[src/rtl/mem_wb_multi_pkg.sv]
// Shared constants, stage-action encoding and helpers for the MEM/WB multi-lane register.
// The optional counters are enabled by defining MEM_WB_PERF_EN.
package mem_wb_multi_pkg;

    localparam int unsigned LANES_DEF   = 2;
    localparam int unsigned DATA_W_DEF  = 32;
    localparam int unsigned ADDR_W_DEF  = 5;
    localparam int unsigned STALL_W_DEF = 7;

    localparam logic [DATA_W_DEF-1:0] ZERO_WORD     = DATA_W_DEF'(0);
    localparam logic [ADDR_W_DEF-1:0] ZERO_REG_ADDR = ADDR_W_DEF'(0);
    localparam logic                  FALSE_V       = 1'b0;
    localparam logic                  TRUE_V        = 1'b1;

    // What the stage does on a given edge, already prioritised.
    typedef enum logic [1:0] {
        ACT_HOLD    = 2'd0,
        ACT_CAPTURE = 2'd1,
        ACT_BUBBLE  = 2'd2,
        ACT_FLUSH   = 2'd3
    } stage_act_e;

    function automatic logic [2:0] popcount4(input logic [3:0] v);
        popcount4 = 3'(v[0]) + 3'(v[1]) + 3'(v[2]) + 3'(v[3]);
    endfunction

endpackage

[src/rtl/mem_wb_multi_if.sv]
// MEM/WB stage bus: pipeline control, MEM-side lanes, regfile write port, forwarding and counters.
// retired/bubbles carry live values only when MEM_WB_PERF_EN is defined.
interface mem_wb_multi_if
    import mem_wb_multi_pkg::*;
#(
    parameter int unsigned LANES   = LANES_DEF,
    parameter int unsigned DATA_W  = DATA_W_DEF,
    parameter int unsigned ADDR_W  = ADDR_W_DEF,
    parameter int unsigned STALL_W = STALL_W_DEF,
    parameter int unsigned NFWD    = 2
) ();

    logic [STALL_W-1:0]       stall;
    logic                     flush;
    logic [LANES-1:0]         wreg_i;
    logic [LANES*ADDR_W-1:0]  wd_i;
    logic [LANES*DATA_W-1:0]  wdata_i;
    logic [LANES-1:0]         we;
    logic [LANES*ADDR_W-1:0]  waddr;
    logic [LANES*DATA_W-1:0]  wdata;
    logic [NFWD*ADDR_W-1:0]   fwd_raddr;
    logic [NFWD-1:0]          fwd_hit;
    logic [NFWD*DATA_W-1:0]   fwd_data;
    logic [63:0]              retired;
    logic [31:0]              bubbles;

    modport master (
        output stall, flush, wreg_i, wd_i, wdata_i, fwd_raddr,
        input  we, waddr, wdata, fwd_hit, fwd_data, retired, bubbles
    );

    modport slave (
        input  stall, flush, wreg_i, wd_i, wdata_i, fwd_raddr,
        output we, waddr, wdata, fwd_hit, fwd_data, retired, bubbles
    );

endinterface

[src/rtl/mem_wb_multi_fwd_lookup.sv]
// One forwarding lookup port: matches a read address against the live registered write lanes.
module mem_wb_fwd_lookup
    import mem_wb_multi_pkg::*;
#(
    parameter int unsigned LANES  = LANES_DEF,
    parameter int unsigned DATA_W = DATA_W_DEF,
    parameter int unsigned ADDR_W = ADDR_W_DEF
) (
    input  logic [LANES-1:0]        we,
    input  logic [LANES*ADDR_W-1:0] waddr,
    input  logic [LANES*DATA_W-1:0] wdata,
    input  logic [ADDR_W-1:0]       raddr,
    output logic                    hit_c,
    output logic [DATA_W-1:0]       data_c
);

    // Ascending scan so the highest matching lane provides the data.
    always_comb begin
        hit_c  = FALSE_V;
        data_c = DATA_W'(ZERO_WORD);
        if (raddr != ADDR_W'(ZERO_REG_ADDR)) begin
            for (int unsigned k = 0; k < LANES; k++) begin
                if (we[k] && (waddr[k*ADDR_W +: ADDR_W] == raddr)) begin
                    hit_c  = TRUE_V;
                    data_c = wdata[k*DATA_W +: DATA_W];
                end
            end
        end
    end

endmodule

[src/rtl/mem_wb_multi.sv]
// MEM/WB pipeline register for LANES write-back slots with stall/bubble/flush, x0 and
// same-destination suppression, forwarding lookups; retire/bubble counters under MEM_WB_PERF_EN.
module mem_wb_multi
    import mem_wb_multi_pkg::*;
#(
    parameter int unsigned LANES     = LANES_DEF,
    parameter int unsigned DATA_W    = DATA_W_DEF,
    parameter int unsigned ADDR_W    = ADDR_W_DEF,
    parameter int unsigned STALL_W   = STALL_W_DEF,
    parameter int unsigned STAGE_IDX = 5,
    parameter int unsigned NFWD      = 2
) (
    input logic            clk,
    input logic            rst,
    mem_wb_multi_if.slave  bus
);

    logic [LANES-1:0]        qual_c;
    logic [LANES-1:0]        keep_c;
    logic [LANES-1:0]        we_q;
    logic [LANES*ADDR_W-1:0] waddr_q;
    logic [LANES*DATA_W-1:0] wdata_q;
    stage_act_e              act_c;
    logic                    unused_stall;

    // Only this stage's bit and the next stage's bit matter.
    assign unused_stall = ^bus.stall;

    always_comb begin
        act_c = ACT_HOLD;
        if (bus.flush) begin
            act_c = ACT_FLUSH;
        end else if (!bus.stall[STAGE_IDX]) begin
            act_c = ACT_CAPTURE;
        end else if (!bus.stall[STAGE_IDX+1]) begin
            act_c = ACT_BUBBLE;
        end
    end

    // A lane is dropped when a later lane in the bundle writes the same register.
    for (genvar k = 0; k < LANES; k++) begin : g_qual
        logic [ADDR_W-1:0] addr_k;
        logic              shadowed_c;

        assign addr_k    = bus.wd_i[k*ADDR_W +: ADDR_W];
        assign qual_c[k] = bus.wreg_i[k] && (addr_k != ADDR_W'(ZERO_REG_ADDR));

        always_comb begin
            shadowed_c = FALSE_V;
            for (int unsigned j = k + 1; j < LANES; j++) begin
                if (qual_c[j] && (bus.wd_i[j*ADDR_W +: ADDR_W] == addr_k)) begin
                    shadowed_c = TRUE_V;
                end
            end
        end

        assign keep_c[k] = qual_c[k] && !shadowed_c;
    end

    always_ff @(posedge clk) begin
        if (!rst) begin
            we_q    <= '0;
            waddr_q <= '0;
            wdata_q <= '0;
        end else begin
            case (act_c)
                ACT_FLUSH, ACT_BUBBLE: begin
                    we_q    <= '0;
                    waddr_q <= '0;
                    wdata_q <= '0;
                end
                ACT_CAPTURE: begin
                    we_q    <= keep_c;
                    waddr_q <= bus.wd_i;
                    wdata_q <= bus.wdata_i;
                end
                default: ;
            endcase
        end
    end

    assign bus.we    = we_q;
    assign bus.waddr = waddr_q;
    assign bus.wdata = wdata_q;

    logic [NFWD-1:0]        fwd_hit_c;
    logic [NFWD*DATA_W-1:0] fwd_data_c;

    for (genvar p = 0; p < NFWD; p++) begin : g_fwd
        mem_wb_fwd_lookup #(
            .LANES  (LANES),
            .DATA_W (DATA_W),
            .ADDR_W (ADDR_W)
        ) u_lookup (
            .we     (we_q),
            .waddr  (waddr_q),
            .wdata  (wdata_q),
            .raddr  (bus.fwd_raddr[p*ADDR_W +: ADDR_W]),
            .hit_c  (fwd_hit_c[p]),
            .data_c (fwd_data_c[p*DATA_W +: DATA_W])
        );
    end

    assign bus.fwd_hit  = fwd_hit_c;
    assign bus.fwd_data = fwd_data_c;

`ifdef MEM_WB_PERF_EN
    logic [63:0] retired_q;
    logic [31:0] bubbles_q;

    // Counters clear only on reset; flush and hold leave them alone.
    always_ff @(posedge clk) begin
        if (!rst) begin
            retired_q <= '0;
            bubbles_q <= '0;
        end else begin
            case (act_c)
                ACT_CAPTURE: retired_q <= retired_q + 64'(popcount4(4'(keep_c)));
                ACT_BUBBLE:  bubbles_q <= bubbles_q + 32'd1;
                default: ;
            endcase
        end
    end

    assign bus.retired = retired_q;
    assign bus.bubbles = bubbles_q;
`else
    assign bus.retired = '0;
    assign bus.bubbles = '0;
`endif

endmodule

[src/flat_wrapper.sv]
// flat-port wrapper written by rule: the top's interface ports become plain ports
module mem_wb_multi_flat import mem_wb_multi_pkg::*;
#(
    parameter int unsigned LANES     = LANES_DEF,
    parameter int unsigned DATA_W    = DATA_W_DEF,
    parameter int unsigned ADDR_W    = ADDR_W_DEF,
    parameter int unsigned STALL_W   = STALL_W_DEF,
    parameter int unsigned STAGE_IDX = 5,
    parameter int unsigned NFWD      = 2
)
  (clk, rst, bus_stall, bus_flush, bus_wreg_i, bus_wd_i, bus_wdata_i, bus_fwd_raddr, bus_we, bus_waddr, bus_wdata, bus_fwd_hit, bus_fwd_data, bus_retired, bus_bubbles);
  mem_wb_multi_if #(.LANES(LANES), .DATA_W(DATA_W), .ADDR_W(ADDR_W), .STALL_W(STALL_W), .NFWD(NFWD)) bus_i ();
  input logic clk;
  input logic rst;
  input wire logic [$bits(bus_i.stall)-1:0] bus_stall;
  input wire logic [$bits(bus_i.flush)-1:0] bus_flush;
  input wire logic [$bits(bus_i.wreg_i)-1:0] bus_wreg_i;
  input wire logic [$bits(bus_i.wd_i)-1:0] bus_wd_i;
  input wire logic [$bits(bus_i.wdata_i)-1:0] bus_wdata_i;
  input wire logic [$bits(bus_i.fwd_raddr)-1:0] bus_fwd_raddr;
  output wire logic [$bits(bus_i.we)-1:0] bus_we;
  output wire logic [$bits(bus_i.waddr)-1:0] bus_waddr;
  output wire logic [$bits(bus_i.wdata)-1:0] bus_wdata;
  output wire logic [$bits(bus_i.fwd_hit)-1:0] bus_fwd_hit;
  output wire logic [$bits(bus_i.fwd_data)-1:0] bus_fwd_data;
  output wire logic [$bits(bus_i.retired)-1:0] bus_retired;
  output wire logic [$bits(bus_i.bubbles)-1:0] bus_bubbles;
  assign bus_i.stall = bus_stall;
  assign bus_i.flush = bus_flush;
  assign bus_i.wreg_i = bus_wreg_i;
  assign bus_i.wd_i = bus_wd_i;
  assign bus_i.wdata_i = bus_wdata_i;
  assign bus_i.fwd_raddr = bus_fwd_raddr;
  assign bus_we = bus_i.we;
  assign bus_waddr = bus_i.waddr;
  assign bus_wdata = bus_i.wdata;
  assign bus_fwd_hit = bus_i.fwd_hit;
  assign bus_fwd_data = bus_i.fwd_data;
  assign bus_retired = bus_i.retired;
  assign bus_bubbles = bus_i.bubbles;
  mem_wb_multi #(.LANES(LANES), .DATA_W(DATA_W), .ADDR_W(ADDR_W), .STALL_W(STALL_W), .STAGE_IDX(STAGE_IDX), .NFWD(NFWD)) u_core (.clk(clk), .rst(rst), .bus(bus_i));
endmodule
[config.mk]
export PLATFORM = sky130hd
export DESIGN_NAME = mem_wb_multi_flat
export DESIGN_NICKNAME = d
export VERILOG_FILES = /design/src/rtl/mem_wb_multi_pkg.sv /design/src/rtl/mem_wb_multi_if.sv /design/src/rtl/mem_wb_multi_fwd_lookup.sv /design/src/rtl/mem_wb_multi.sv /design/src/flat_wrapper.sv
export SDC_FILE = /design/constraint.sdc
export NUM_CORES = 1
export LEC_CHECK = 0
export BUFFER_PORTS_ARGS = -buffer_cell sky130_fd_sc_hd__buf_2
export CORE_AREA = 2 2 128 130
export DETAILED_ROUTE_END_ITERATION = 12
export DIE_AREA = 0 0 130 132
export HOLD_SLACK_MARGIN = 0.02
export SLEW_MARGIN = 20
export SYNTH_ARGS = -nofsm -noshare
export SYNTH_HDL_FRONTEND = slang
export SYNTH_SLANG_ARGS = --single-unit
[constraint.sdc]
create_clock -name clk -period 2.4 [get_ports clk]
set_input_delay 0.12 -clock clk [delete_from_list [all_inputs] [get_ports clk]]
set_output_delay 0.12 -clock clk [all_outputs]
set_load 0.005 [all_outputs]
==> results of run 1 <==
-- path summary, 6_finish.rpt --
check,end,slack (ns),depth (start not counted)
max,bus_fwd_data[32],0.16,6
min,u_core.bus.wdata[0]$_SDFFE_PN0P_,0.05,3
max reg2reg,u_core.bus.waddr[6]$_SDFFE_PN0P_,1.60,3
min reg2reg,u_core.bus.wdata[53]$_SDFFE_PN0P_,0.58,2
-- registers in the layout (all words and copies together) (netlist names) --
signal            cells
u_core.bus.we         2
u_core.bus.waddr     10
u_core.bus.wdata     64
-- stage by stage --
stage	hold slack (ns)	setup TNS [ns]	setup WS, ns	total power [uW]	cells
CTS	0.0297	0	0.0337	3160	926
global placement	0.390	0	0.209	1730	909
floorplan	0.297	0	0.776	1670	584
finish	0.0510	0	0.157	3100	928
global route	0.0461	-0.0160	-0.00882	3250	928
detailed placement	0.399	0	0.167	1740	909
-- layout make-up --
type                    count  area [um2]  area share, %
repair buffers            251        1360           22.8
clock inverters             3        46.3          0.775
flip-flops and latches     76        1520           25.5
clock buffers              12         256           4.29
well taps                 216         270           4.52
multi-input cells         369        2520           42.1
diodes                      1        2.50         0.0419
-- placed cells by master, fill, tap and decap left out, types with 3 or more instances in the layout --
cell type	count
conb_1	96
buf_12	4
nand4_1	3
buf_2	232
dfxtp_1	76
a22oi_1	74
clkbuf_16	9
xnor2_1	19
buf_4	13
and2_1	4
a32o_1	32
a22o_2	25
or4_1	3
nor2b_1	74
nand2_1	5
a22o_1	7
xor2_1	6
-- kinds of logic after synthesis --
kind of cell           share of synthesized area, %
AO/OA/AOI/OAI                                  27.5
buffers and inverters                          20.7
AND/OR/NAND/NOR                                13.9
flip-flops                                     33.1
XOR/XNOR                                       4.76
other                                        0.0816
-- critical path, stage by stage, from the launching register on --
cell and delay, ns:
dfxtp_1 0.35, xor2_1 0.21, nor4_4 0.39, and3_1 0.26, buf_4 0.24, a32o_1 0.20
buf_2 0.13
-- power breakdown --
group	internal [uW]	total, uW	switching [uW]
Clock	858	1380	525
Sequential	1300	1340	43.6
Combinational	171	371	200
-- synth_stat cells --
cell type / n
o2111ai_1: 1
nand4_1: 3
o21ai_0: 2
clkbuf_1: 23
a22o_1: 7
and4_4: 1
xor2_1: 6
nor2b_1: 74
dfxtp_1: 76
xnor2_1: 19
or4_1: 3
nor3_1: 1
nor4_1: 1
buf_2: 7
a32o_1: 32
nor2_1: 3
o22ai_1: 1
a22o_2: 25
buf_4: 98
buf_6: 3
and3_1: 1
nand2_1: 5
clkbuf_8: 3
o2bb2ai_1: 1
and3b_1: 1
conb_1: 1
nand3_1: 2
buf_1: 5
a211oi_1: 1
and2_1: 4
and2b_2: 1
nor4_2: 1
a22oi_1: 74
a2111oi_4: 1
o31ai_1: 1
nor3_2: 1
-- timing repair --
item / in CTS / in global routing
buffers inserted: 2 / 1
hold buffers: 0 / 0
resized for setup: 0 / 3
pin swaps: 1 / 1
setup endpoints to repair: 32 / 49
-- layer usage --
| metal | routed length (um) | GRT usage (%) | vias to the layer above |
|---|---|---|---|
| met5 | 0 | 0 | - |
| met4 | 372 | 7.35 | 0 |
| li1 | - | - | 2033 |
| met1 | 6040 | 20.2 | 2025 |
| met2 | 7120 | 27.4 | 226 |
| met3 | 1110 | 3.41 | 21 |
==> impl_metrics.toml, run 1 <==
[outcome]
status = "finished clean"

[worst_setup_path]
worstSetupStartpoint = "u_core.bus.waddr[9]$_SDFFE_PN0P_"
worstPathRequired_ns = 2.28
worstSetupPathType = "reg -> out"
cp-start-kind = "flop"
crit-reg2reg-launch = "u_core.bus.waddr[6]$_SDFFE_PN0P_"
crit_fanout = 16
arrival_ns = 2.12
end_kind = "output pin"

[final_layout]
fillCellCount = 1627
area_growth_pct = 30.0
design_area_um2 = 5980
drive_above_1_share_pct = 41.9
final_util_pct = 38.0
fin_nets = 803

[clocking]
clk_latency_ns = 0.34
cts_tree = "built"
cts_sinks = 76
cts-root-buf = "clkbuf_16"
clk_pin_slew_ns = 0.06
cts_buffers = 9
cts_buffer_depth = 2
h-tree-depth = 3

[timing]
timing.fmax_ghz = 0.446
final.period_utilization_pct = 93.5
finalHoldViolations = 0
worstMarginPinSlew_ns = 0.596
min_period_ns = 2.24
setup_violations = 0
skew_ns = 0
maxSlewViolCount = 0
grt_setup_unrepaired = "yes"
relSlewSlack_pct = 60.3

[logic_synthesis]
synth.top_cell.area_share_pct = 33.1
syn_area_um2 = 4600
synthTopCellsByArea = "dfxtp_1, buf_4, a22oi_1, nor2b_1, a32o_1"
avgSynthCellArea_um2 = 9.40
synth_seq_cells = 76
yosysSeqAreaShare_pct = 33.1
yosysWarnings = 0
synth_cell_type_count = 36
synth_top_area_cell = "dfxtp_1"
netlist_instances = 489

[global_routing]
antenna_found_initial = 1
grt_pass1_wl_mm = 21.9
grt_usage_pct = 16.4
grt_max_degree = 77
first_global_vias = 3936
grt.overflow.total = 0

[worst_hold_path]
hp-start = "bus_wdata_i[0]"
hp-class = "in -> reg"

[run]
drv_cap = 0

[floorplanning]
die_w_um = 130
num_rows = 46
core_area_um2 = 15700
die_h_um = 132
start_util_pct = 29.3
die_area_um2 = 17200
io_pins = 334

[place]
gp_congestion = 0.809
dp_hpwl_mm = 10.6
portBuffers = 232
dpl_cell_area_um2 = 5630

[power_and_ir_drop]
ir_drop_mv = 0.294
powerDensity_nw_per_um2 = 518
p_leak_uw = 0.00281

[routing]
wl_per_cell_um = 15.8
vias = 4305
drc = 0
drt_wl_total_mm = 14.7
vias_per_cell = 4.64
drt_iter0_drc = 157
dr.pass1.iters = 5
drtAntennaViolNets = 0
No activity file was read; power rests on OpenSTA's default activity.
==> run 2: changes to the inputs <==
Settings changed: CORE_AREA 2 2 128 130 to 2 2 130 132, DIE_AREA 0 0 130 132 to 0 0 132 134.
Clock period 2.4 ns to 2.3 ns, I/O delays scaled along.
==> impl_metrics.toml, run 2 (synthesized netlist as in run 1, its figures left out) <==
[floorplanning]
core_area_um2 = 16300
io_pins = 334
num_rows = 47
die_area_um2 = 17700
die_w_um = 132
start_util_pct = 28.2
die_h_um = 134

[clocking]
cts_tree = "built"
cts_buffer_depth = 2
h-tree-depth = 3
cts_buffers = 9
cts_sinks = 76
clk_pin_slew_ns = 0.06
cts-root-buf = "clkbuf_16"
clk_latency_ns = 0.33

[final_layout]
largest_reg_flops = 64
design_area_um2 = 6070
stdcell_count = 938
fin_nets = 809
area_growth_pct = 32.0
layout_commonest_cell = "buf_2"
most-common-layout-cells = "buf_2, conb_1, a22oi_1, nor2b_1, dfxtp_1"
drive_above_1_share_pct = 43.3
antenna_cells = 0

[timing]
min_period_ns = 2.21
timing.final.ws_setup_ns = 0.0946
final.period_utilization_pct = 95.9
worstMarginPinSlew_ns = 0.515
maxSlewViolCount = 0
relSlewSlack_pct = 65.7
skew_ns = 0
setup_violations = 0
timing.fmax_ghz = 0.453
finalHoldViolations = 0
fin_setup_tns_ns = 0

[routing]
vias = 4315
drc = 0
dr.pass1.iters = 4
wl_per_cell_um = 16.3
drtAntennaViolNets = 0
drt_iter0_drc = 211
vias_per_cell = 4.60
drt_wl_total_mm = 15.3

[worst_setup_path]
crit_fanout = 14
worstPathRequired_ns = 2.18
path_common_cell = "buf_4"
worstSetupPathType = "reg -> out"
arrival_ns = 2.09
slowest_delay_ns = 0.37
cp-start-kind = "flop"
end_kind = "output pin"
crit_path_top_delay_cell = "nor4_4"
crit_chain = "buf_4 -> xor2_1 -> nor4_4 -> a211oi_4 -> buf_4 -> a32o_1 -> buf_2"

[power_and_ir_drop]
p_leak_uw = 0.00286
ir_drop_mv = 0.283
powerDensity_nw_per_um2 = 565
finalPower_uw = 3430

[place]
dp_cells = 918
dpl_cell_area_um2 = 5660
gp_congestion = 0.764
dp_hpwl_mm = 11.1
portBuffers = 232
detailedPlace.worstSlack_ns = 0.123

[global_routing]
grt_max_degree = 40
first_global_vias = 3831
grt.overflow.total = 0
grt_usage_pct = 16.1
antenna_found_initial = 1
grt_pass1_wl_mm = 22.3

[outcome]
status = "finished clean"

[run]
drv_cap = 0

[worst_hold_path]
hp-class = "in -> reg"
==> run 2: timing repair <==
| action | CTS | global route |
|---|---|---|
| setup endpoints to repair | 51 | 45 |
| buffers inserted | 2 | 1 |
| gates resized for setup | 2 | 10 |
| pin swaps | 1 | 3 |
| cloned | 0 | 1 |
| hold buffers | 0 | 0 |
==> run 2: power by group <==
group          leakage, uW  switching [uW]  internal (uW)
clock             0.000161             584           1060
sequential        0.000621            45.4           1360
combinational      0.00207             211            179
==> run 2: stage by stage <==
stage | hold WS, ns | util, %
3_5_place_dp | 0.395 | 34.8
5_1_grt | 0.0356 | 37.3
4_1_cts | 0.0326 | 37.0
2_1_floorplan | 0.292 | -
6_report | 0.0512 | 37.3
3_3_place_gp | 0.384 | 34.8
==> run 2: layer usage <==
metal	part of all wire, %	global-route usage (%)	vias up
met4	1.2	4.65	2
met3	7.9	4.57	15
met2	48	26.9	219
met1	42	20.4	2031
li1	-	-	2048
met5	0.085	0	-
==> run 2: final cells by class <==
type / instances / area (um2)
Clock inverter: 7 / 115
Fill cell: 1709 / 10200
Tap cell: 220 / 275
Sequential cell: 76 / 1530
Timing Repair Buffer: 257 / 1410
Multi-Input combinational cell: 369 / 2520
Clock buffer: 9 / 225
==> run 2: critical path: cells and delay by family (launching register included) <==
kind / cells / cell delay, ns
buffers and inverters: 3 / 0.51
AOI/OAI and AO/OA: 2 / 0.38
and+or+nand+nor: 1 / 0.37
DFF: 1 / 0.32
xor gates and xnor gates: 1 / 0.18
==> run 2: worst paths after layout <==
check,startpoint,end,slack [ns],depth (start not counted)
max,u_core.bus.waddr[7]$_SDFFE_PN0P_,bus_fwd_data[63],0.09,7
min,bus_wdata_i[1],u_core.bus.wdata[1]$_SDFFE_PN0P_,0.05,3
max reg2reg,u_core.bus.we[1]$_SDFFE_PN0P_,u_core.bus.we[1]$_SDFFE_PN0P_,1.44,4
min reg2reg,u_core.bus.we[0]$_SDFFE_PN0P_,u_core.bus.we[0]$_SDFFE_PN0P_,0.53,2
